## src/rtl/riscv_tag_prop_ctrl_pkg.sv

```systemverilog
// Shared constants and types for the DIFT tag-propagation control stage.
package riscv_tag_prop_ctrl_pkg;

    localparam int unsigned ALU_MODE_WIDTH = 2;
    localparam int unsigned CLASS_WIDTH    = 3;
    localparam int unsigned POLICY_WIDTH   = 16;
    localparam int unsigned CSR_WIDTH      = 32;

    // Tag ALU operator encoding
    typedef enum logic [ALU_MODE_WIDTH-1:0] {
        ALU_MODE_OLD   = 2'd0,
        ALU_MODE_AND   = 2'd1,
        ALU_MODE_OR    = 2'd2,
        ALU_MODE_CLEAR = 2'd3
    } alu_mode_e;

    // Instruction classes; class k owns policy bits [2k+1:2k]
    typedef enum logic [CLASS_WIDTH-1:0] {
        TAG_CLS_ALU    = 3'd0,
        TAG_CLS_SHIFT  = 3'd1,
        TAG_CLS_CMP    = 3'd2,
        TAG_CLS_LOAD   = 3'd3,
        TAG_CLS_STORE  = 3'd4,
        TAG_CLS_JUMP   = 3'd5,
        TAG_CLS_BRANCH = 3'd6,
        TAG_CLS_CSR    = 3'd7
    } tag_cls_e;

    // Tag propagation register CSR address
    typedef enum logic [11:0] {
        CSR_TPR = 12'h7C0
    } tag_csr_addr_e;

    // Policy update sequencer states
    typedef enum logic {
        PS_IDLE   = 1'b0,
        PS_SETTLE = 1'b1
    } pol_state_e;

endpackage

```

## src/rtl/riscv_tag_policy_regs.sv

```systemverilog
// Architectural and effective tag policy registers with the update sequencer.
module riscv_tag_policy_regs
    import riscv_tag_prop_ctrl_pkg::*;
#(
    parameter int unsigned       POL_W        = POLICY_WIDTH,
    parameter logic [POL_W-1:0]  RESET_POLICY = POL_W'(16'h0EAA)
) (
    input  logic             clk,
    input  logic             rst,
    input  logic             csr_we_i,
    input  logic [POL_W-1:0] csr_wdata_i,
    output logic [POL_W-1:0] pol_arch_o,
    output logic [POL_W-1:0] pol_eff_o,
    output logic             settle_o
);

    pol_state_e       state_q;
    logic [POL_W-1:0] pol_arch_q;
    logic [POL_W-1:0] pol_eff_q;

    // CSR write lands in pol_arch; pol_eff follows one quiet cycle later
    always_ff @(posedge clk) begin
        if (rst) begin
            state_q    <= PS_IDLE;
            pol_arch_q <= RESET_POLICY;
            pol_eff_q  <= RESET_POLICY;
        end else begin
            case (state_q)
                PS_IDLE: begin
                    if (csr_we_i) begin
                        pol_arch_q <= csr_wdata_i;
                        state_q    <= PS_SETTLE;
                    end
                end
                PS_SETTLE: begin
                    if (csr_we_i) begin
                        pol_arch_q <= csr_wdata_i;
                        state_q    <= PS_SETTLE;
                    end else begin
                        pol_eff_q  <= pol_arch_q;
                        state_q    <= PS_IDLE;
                    end
                end
                default: state_q <= PS_IDLE;
            endcase
        end
    end

    assign pol_arch_o = pol_arch_q;
    assign pol_eff_o  = pol_eff_q;
    assign settle_o   = (state_q == PS_SETTLE);

endmodule

```

## src/rtl/riscv_tag_prop_ctrl.sv

```systemverilog
// Tag-propagation control: policy lookup per ID instruction into the ID/EX tag slot.
module riscv_tag_prop_ctrl
    import riscv_tag_prop_ctrl_pkg::*;
#(
    parameter logic [POLICY_WIDTH-1:0] RESET_POLICY = 16'h0EAA,
    parameter int unsigned             N_CLASSES    = 8
) (
    input  logic                      clk,
    input  logic                      rst,
    input  logic                      id_valid_i,
    input  logic [CLASS_WIDTH-1:0]    id_class_i,
    output logic                      id_ready_o,
    input  logic                      ex_stall_i,
    input  logic                      ex_flush_i,
    input  logic                      csr_we_i,
    input  logic [CSR_WIDTH-1:0]      csr_wdata_i,
    output logic [CSR_WIDTH-1:0]      csr_rdata_o,
    output logic                      policy_busy_o,
    output logic                      ex_valid_o,
    output logic [ALU_MODE_WIDTH-1:0] ex_alu_mode_o
);

    localparam int unsigned POL_W = N_CLASSES * ALU_MODE_WIDTH;

    logic [POL_W-1:0]          pol_arch;
    logic [POL_W-1:0]          pol_eff;
    logic                      settle;
    logic                      busy_c;
    logic                      ex_valid_d;
    logic [ALU_MODE_WIDTH-1:0] ex_mode_d;
    logic                      ex_valid_q;
    logic [ALU_MODE_WIDTH-1:0] ex_mode_q;
    logic                      unused_wdata;

    riscv_tag_policy_regs #(
        .POL_W        (POL_W),
        .RESET_POLICY (POL_W'(RESET_POLICY))
    ) u_policy_regs (
        .clk         (clk),
        .rst         (rst),
        .csr_we_i    (csr_we_i),
        .csr_wdata_i (csr_wdata_i[POL_W-1:0]),
        .pol_arch_o  (pol_arch),
        .pol_eff_o   (pol_eff),
        .settle_o    (settle)
    );

    assign unused_wdata  = ^csr_wdata_i[CSR_WIDTH-1:POL_W];

    // Busy covers the write cycle itself so nothing issues against a stale pol_eff
    assign busy_c        = csr_we_i | settle;
    assign policy_busy_o = busy_c;
    assign id_ready_o    = !ex_stall_i && !busy_c;
    assign csr_rdata_o   = CSR_WIDTH'(pol_arch);

    // Next slot contents: a bubble while busy, otherwise the class's mode
    always_comb begin
        ex_valid_d = 1'b0;
        ex_mode_d  = ALU_MODE_OLD;
        if (!busy_c && id_valid_i) begin
            ex_valid_d = 1'b1;
            ex_mode_d  = pol_eff[{id_class_i, 1'b0} +: ALU_MODE_WIDTH];
        end
    end

    // ID/EX tag slot: reset/flush, then stall hold, then load
    always_ff @(posedge clk) begin
        if (rst || ex_flush_i) begin
            ex_valid_q <= 1'b0;
            ex_mode_q  <= ALU_MODE_OLD;
        end else if (!ex_stall_i) begin
            ex_valid_q <= ex_valid_d;
            ex_mode_q  <= ex_mode_d;
        end
    end

    assign ex_valid_o    = ex_valid_q;
    assign ex_alu_mode_o = ex_mode_q;

endmodule

```

## config.mk

```make
export PLATFORM = sky130hd
export DESIGN_NAME = riscv_tag_prop_ctrl
export DESIGN_NICKNAME = d
export VERILOG_FILES = /design/src/rtl/riscv_tag_prop_ctrl_pkg.sv /design/src/rtl/riscv_tag_policy_regs.sv /design/src/rtl/riscv_tag_prop_ctrl.sv
export SDC_FILE = /design/constraint.sdc
export NUM_CORES = 1
export LEC_CHECK = 0
export CAP_MARGIN = 30
export CORE_MARGIN = 4
export CORE_UTILIZATION = 35
export DETAILED_ROUTE_END_ITERATION = 6
export GPL_TIMING_DRIVEN = 0
export PLACE_DENSITY = 0.73
export SYNTH_ARGS = -nofsm -noshare
export SYNTH_HDL_FRONTEND = slang
export SYNTH_HIERARCHICAL = 1
export SYNTH_SLANG_ARGS = --single-unit
```

## constraint.sdc

```tcl
create_clock -name clk -period 1.2 [get_ports clk]
set_input_delay 0.18 -clock clk [delete_from_list [all_inputs] [get_ports clk]]
set_output_delay 0.18 -clock clk [all_outputs]
set_load 0.05 [all_outputs]
```

==> impl_metrics.env, run 1 <==
export IMPL_status="finished, violations left"
export IMPL_violations="setup timing"
export IMPL_critPathMaxFanout=2
export IMPL_setup_tns_final_ns=-0.2108
export IMPL_utilization_pct=51.72
export IMPL_synth_edf_count=0
export IMPL_synthFlopType="dfxtp_1"
export IMPL_holdPathStages=2
export IMPL_fin_crit_sh_pct=110.6
export IMPL_powerDensity_nw_per_um2=1269
export IMPL_fin_hold_ws_ns=0.3103
export IMPL_worst_slack_ns=-0.1274
export IMPL_die_y_um=77.24
export IMPL_synth_top_cells_by_count="dfxtp_1 (36), nor2_1 (26), mux2i_1 (21), buf_4 (18), o21ai_1 (11)"
export IMPL_ys_types=24
export IMPL_ys_async_sr_fraction_pct=0
export IMPL_synth_seq_area_share_pct=42.95
export IMPL_antenna_found_initial=0
export IMPL_yosysTopAreaCell="dfxtp_1"
export IMPL_yosys_area_share_simple_pct=20.81
export IMPL_rsz0062_at_grt="true"
export IMPL_critPathKind="reg2out"
export IMPL_crit_path_end_kind="output port"
export IMPL_grt_overflow=0
export IMPL_final_antenna_net_count=0
export IMPL_synth_compound_area_share_pct=9.098
export IMPL_h_tree_depth=2
export IMPL_min_path_type="in2reg"
export IMPL_dieArea_sq_um=5965
export IMPL_clk_latency_ns=0.29
export IMPL_vias=1359
export IMPL_gr_usage_all_layers_pct=13.10
export IMPL_report_final_slew_viol_count=0
export IMPL_finalHoldViolations=0
export IMPL_muxShareOfSynthArea_pct=14.77
export IMPL_cts_tree="yes"
export IMPL_drv_cap=0
export IMPL_synth_fa_ha_area_share_pct=0
export IMPL_synth_area_sq_um=1678
export IMPL_grt_pass1_vias=1321
export IMPL_synth_xor_area_share_pct=0
export IMPL_hold_buffers=0
export IMPL_drt_vias_per_instance=4.638
export IMPL_synth_top_family_by_area="simple AND/OR/NAND/NOR gates"
export IMPL_avgSynthCellArea_sq_um=9.812
export IMPL_place_ws_ns=-0.9858
export IMPL_rows=24
export IMPL_worstPathRequired_ns=1.02
export IMPL_synth_most_common_cell="dfxtp_1"
export IMPL_synthToLayoutAreaGrowth_pct=38.85
export IMPL_setup_viol_count_final=2
export IMPL_cts_root_buffer="clkbuf_8"
export IMPL_antenna_diode_count=0
export IMPL_boundaryPins=78
export IMPL_synth_area_top_cells="dfxtp_1 (43%), mux2i_1 (13%), buf_4 (8.1%)"
export IMPL_num_nets_final=281
export IMPL_drt_total_wl_um=3770
export IMPL_startpoint_type="flip-flop"
export IMPL_core_sq_um=4504
export IMPL_clk_pin_slew_ns=0.07
export IMPL_skew_ns=0.008026
export IMPL_io_buffers=44
export IMPL_yosysWarnings=6
export IMPL_initial_utilization_pct=37.25
export IMPL_wire_per_inst_um=12.87
export IMPL_grt_pass1_wl_um=6161
export IMPL_grt_max_degree=20
export IMPL_worst_ep_arrival_time_ns=1.15
export IMPL_first_pass_iters=4
export IMPL_numClockSinks=36
export IMPL_dp_hpwl_um=2802
export IMPL_p_leak_nw=1.018
export IMPL_r2r_cells=5
export IMPL_die_w_um=77.24
export IMPL_vdd_drop_max_mv=0.6772
export IMPL_gp_congestion=0.7923
export IMPL_netlist_instances=171
export IMPL_max_freq_ghz=0.7534
export IMPL_synth_top_area_share_pct=42.95
export IMPL_drive_gt1_share_pct=26.97
export IMPL_ys_ff_latch=36
export IMPL_min_period_ns=1.327
export IMPL_drt_iter0_markers=52
export IMPL_drc=0
export IMPL_cts_inserted_buffers=5
export IMPL_clock_path_buffers=2
kinds of logic (layout without fill, tap and decap cells):
| kind of cell | count (synthesis) | in the layout |
|---|---|---|
| flops | 36 | 36 |
| compound gates | 23 | 23 |
| buf+inv | 28 | 83 |
| mux | 23 | 23 |
| other cells | 1 | 16 |
| simple gates | 60 | 60 |
worst max-delay path, cell delays in order (launching register included):
cell and delay (ns):
dfxtp_4 0.35, or2_4 0.25, nor2_4 0.10, buf_6 0.16
flip-flops by register name (all words and copies together), names as in the netlist:
name                      count
u_policy_regs/pol_arch_o     16
u_policy_regs/pol_eff_o      16
ex_alu_mode_o                 2
ex_valid_o                    1
u_policy_regs/settle_o        1
routing by layer:
layer | routed length, um | vias up | GRT usage [%]
met5 | 0 | - | 0
met4 | 86 | 0 | 6.406
met3 | 302 | 9 | 4.918
met2 | 1684 | 45 | 20.64
met1 | 1697 | 613 | 15.59
li1 | - | 692 | -
placed cells by master, fill, tap and decap left out, drive strengths merged, types with 2 or more instances in the layout:
| cell type | netlist | routed |
|---|---|---|
| a211o | 7 | 7 |
| a22oi | 3 | 3 |
| buf | 25 | 47 |
| clkbuf | 2 | 7 |
| clkdlybuf4s15 | 0 | 2 |
| clkdlybuf4s50 | 0 | 20 |
| conb | 1 | 16 |
| dfxtp | 36 | 36 |
| dlygate4sd2 | 0 | 3 |
| mux2i | 21 | 21 |
| nand2b | 9 | 9 |
| nand3 | 4 | 4 |
| nand4bb | 5 | 5 |
| nor2 | 26 | 26 |
| nor2b | 10 | 10 |
| o21ai | 12 | 12 |
| or4bb | 4 | 4 |
what timing repair did:
item / 4_1_cts / 5_1_grt
endpoints found under the setup margin: 44 / 12
gates resized for setup: 105 / 5
pin swaps: 1 / 1
buffers inserted: 4 / 0
final timing paths:
kind / startpoint / slack [ns] / to
hold / removal: rst / 0.31 / ex_valid_o
setup / recovery: u_policy_regs/settle_o / -0.13 / id_ready_o
hold reg to reg: u_policy_regs/pol_eff_o[12] / 0.47 / u_policy_regs/pol_eff_o[12]
setup reg to reg: u_policy_regs/settle_o / 0.03 / u_policy_regs/pol_eff_o[11]
stage by stage:
step,area (sq um),total power [W],std cells
after floorplan,1750,0.001758,186
after global placement,2256,0.001955,282
after detailed placement,2256,0.001962,282
after CTS,2321,0.002984,293
after global routing,2330,0.003081,293
final,2330,0.002956,293
report_power, final:
part           total [W]  switching (W)  internal (W)
sequential       0.00127      0.0000313       0.00124
clock            0.00105       0.000431      0.000616
combinational   0.000636       0.000395      0.000242
total            0.00296       0.000857       0.00210
final cells by class:
type	instances	area, sq um
Fill cell	445	2175
Multi-Input combinational cell	122	830.8
Sequential cell	36	724.4
Timing Repair Buffer	48	397.9
Buffer	26	200.2
Clock buffer	6	72.57
Tap cell	52	65.06
Clock inverter	2	35.03
Inverter	1	3.754
No activity file was read; power rests on OpenSTA's default activity.
==> inputs of run 2 (changes only) <==
--- a/config.mk
+++ b/config.mk
@@ -6,10 +6,12 @@
 export NUM_CORES = 1
 export LEC_CHECK = 0
 export CAP_MARGIN = 30
-export CORE_MARGIN = 4
+export CORE_MARGIN = 8
 export CORE_UTILIZATION = 35
 export DETAILED_ROUTE_END_ITERATION = 6
+export GPL_ROUTABILITY_DRIVEN = 0
 export GPL_TIMING_DRIVEN = 0
+export MAX_ROUTING_LAYER = met4
 export PLACE_DENSITY = 0.73
 export SYNTH_ARGS = -nofsm -noshare
 export SYNTH_HDL_FRONTEND = slang
==> run 2 against run 1 <==
  * Critical path type unchanged
  * Die area rose by 22%
  * Largest power group unchanged
  * Count of clock-buffer cells in the layout did not move
  * Register-to-register slack improved by 0.02 ns
  * Non-clock buffer count fell by 1
  * Highest routed layer unchanged
  * The run still ends with setup timing left
  * Critical endpoint unchanged
==> impl_metrics.env, run 2 (synthesis results as in run 1) <==
export IMPL_hold_buffers=0
export IMPL_antenna_diode_count=0
export IMPL_rrSetupSlack_ns=0.05
export IMPL_holdPathStages=2
export IMPL_cts_inserted_buffers=5
export IMPL_regToRegStartpoint="u_policy_regs/settle_o"
export IMPL_placed_area_sq_um=2258
export IMPL_clk_latency_ns=0.28
export IMPL_final_common_cell="dfxtp_1"
export IMPL_final_cell_mix="dfxtp_1 (35), nor2_1 (25), buf_2 (23)"
export IMPL_p_int_w=0.001941
export IMPL_boundaryPins=78
export IMPL_cts_tree="yes"
export IMPL_cp_num_buf_inv=1
export IMPL_gr_usage_all_layers_pct=11.51
export IMPL_skew_ns=0.003204
export IMPL_multi_input_comb_area_sq_um=824.5
export IMPL_cpLargestDelayFamily="simple AND/OR/NAND/NOR gates"
export IMPL_startpoint_type="flip-flop"
export IMPL_min_path_type="in2reg"
export IMPL_die_w_um=85.24
export IMPL_first_pass_iters=4
export IMPL_fin_crit_sh_pct=110.2
export IMPL_min_period_ns=1.322
export IMPL_crit_path_end_kind="output port"
export IMPL_num_nets_final=280
export IMPL_power_frac_seq_pct=45.9
export IMPL_grt_pass1_wl_um=6465
export IMPL_h_tree_depth=2
export IMPL_drt_iter0_markers=67
export IMPL_cp_slowest_cell="dfxtp_4"
export IMPL_synthToLayoutAreaGrowth_pct=36.61
export IMPL_utilization_pct=49.18
export IMPL_p_leak_nw=1.013
export IMPL_grt_overflow=0
export IMPL_grt_pass1_vias=1383
export IMPL_crit_chain="or2_4 -> nor2_4 -> buf_8"
export IMPL_drt_total_wl_um=3959
export IMPL_worst_ep_arrival_time_ns=1.14
export IMPL_numClockSinks=36
export IMPL_die_y_um=85.24
export IMPL_rsz0062_at_grt="true"
export IMPL_post_route_cell_area_sq_um=2292
export IMPL_final_cells=294
export IMPL_r2r_cells=5
export IMPL_drive_gt1_share_pct=26.25
export IMPL_finalHoldViolations=0
export IMPL_core_sq_um=4661
export IMPL_dp_hpwl_um=3075
export IMPL_cts_root_buffer="clkbuf_8"
export IMPL_rows=25
export IMPL_grt_max_degree=20
export IMPL_fillers=456
export IMPL_initial_utilization_pct=36.00
export IMPL_max_freq_ghz=0.7565
export IMPL_worstReg2RegEnd="u_policy_regs/pol_eff_o[1]"
export IMPL_vias=1333
export IMPL_setup_viol_count_final=2
export IMPL_io_buffers=44
export IMPL_pwr_share_comb_pct=23.1
export IMPL_dieArea_sq_um=7265
export IMPL_p_switching_w=0.0008286
export IMPL_worst_slack_ns=-0.1218
export IMPL_drt_vias_per_instance=4.534
export IMPL_min_to="ex_valid_o"
export IMPL_dp_cells=284
export IMPL_violations="setup timing"
export IMPL_clock_path_buffers=2
export IMPL_antenna_found_initial=0
export IMPL_wire_per_inst_um=13.47
export IMPL_report_final_slew_viol_count=0
export IMPL_max_stage_delay_ns=0.35
export IMPL_worstPathRequired_ns=1.02
export IMPL_drc=0
export IMPL_critPathKind="reg2out"
export IMPL_switching_share_pct=29.91
export IMPL_vdd_drop_max_mv=0.6705
export IMPL_clk_pin_slew_ns=0.07
export IMPL_final_antenna_net_count=0
export IMPL_powerDensity_nw_per_um2=1208
export IMPL_min_delay_start="rst"
export IMPL_critPathMaxFanout=2
export IMPL_seqCellArea_sq_um=724.4
export IMPL_clock_power_share_pct=31.0
export IMPL_drv_cap=0
export IMPL_status="finished, violations left"
==> run 2: changes by cell type in the layout (fill, tap and decap cells not counted), sizes merged <==
cell,delta
clkdlybuf4s15,-2
buf,+2
clkdlybuf4s18,-1
bufinv,-1
clkinv,+1
==> run 2: power groups by stage <==
| stage | Clock (W) | Sequential [W] | Combinational [W] |
|---|---|---|---|
| floorplan | 0 | 0.00142 | 0.000335 |
| detailed placement | 0 | 0.00131 | 0.000659 |
| finish | 0.000858 | 0.00127 | 0.000639 |
| global placement | 0 | 0.00130 | 0.000653 |
| CTS | 0.000892 | 0.00127 | 0.000649 |
| global route | 0.000962 | 0.00128 | 0.000678 |
==> run 2: how the worst max path moves through the flow <==
stage	depth (start not counted)	startpoint	endpoint	slack, ns
6_report	3	u_policy_regs/settle_o	id_ready_o	-0.12
2_1_floorplan	4	u_policy_regs/settle_o	ex_valid_o	-0.1
4_1_cts	3	u_policy_regs/settle_o	id_ready_o	-0.13
3_5_place_dp	4	csr_we_i	id_ready_o	-0.98
3_3_place_gp	4	csr_we_i	id_ready_o	-0.99
5_1_grt	3	u_policy_regs/settle_o	id_ready_o	-0.18
==> run 2: timing repair <==
item	4_1_cts	5_1_grt
endpoints found under the setup margin	46	13
setup buffers	3	0
resized for setup	98	16
pin swaps	1	1
==> run 2: layout make-up <==
cell class              count  share of cell area (%)
repair buffers             47                   16.70
clock inverters             2                  0.4367
flip-flops and latches     36                   31.60
inverters                   1                  0.1638
clock buffers               6                   3.603
plain buffers              26                   8.570
well taps                  54                   2.948
multi-input cells         122                   35.97
==> run 2: metrics by stage <==
step                      power [W]  hold WS (ns)  worst slack [ns]  TNS, ns
after floorplan            0.001758        0.2568          -0.09791  -0.2662
after global placement     0.001958        0.4533           -0.9915   -15.96
after detailed placement   0.001965        0.4559           -0.9790   -16.68
after CTS                  0.002814        0.3171           -0.1303  -0.1543
after global routing       0.002917        0.3474           -0.1817  -0.2385
final                      0.002770        0.3282           -0.1218  -0.1328
==> run 2: layer usage <==
metal  up-vias  share of wire [%]  track usage, %
met5         -                  0               -
met4         0               0.35           2.913
met3         2                7.8           5.116
met2        42                 48           18.04
met1       599                 44           13.05
li1        690                  -               -
==> run 2: worst reg2reg max path: stages (launching register included) <==
cell     delay [ns]
dfxtp_4        0.35
buf_4          0.16
nor2b_1        0.13
buf_4          0.16
buf_12         0.13
mux2i_1        0.11
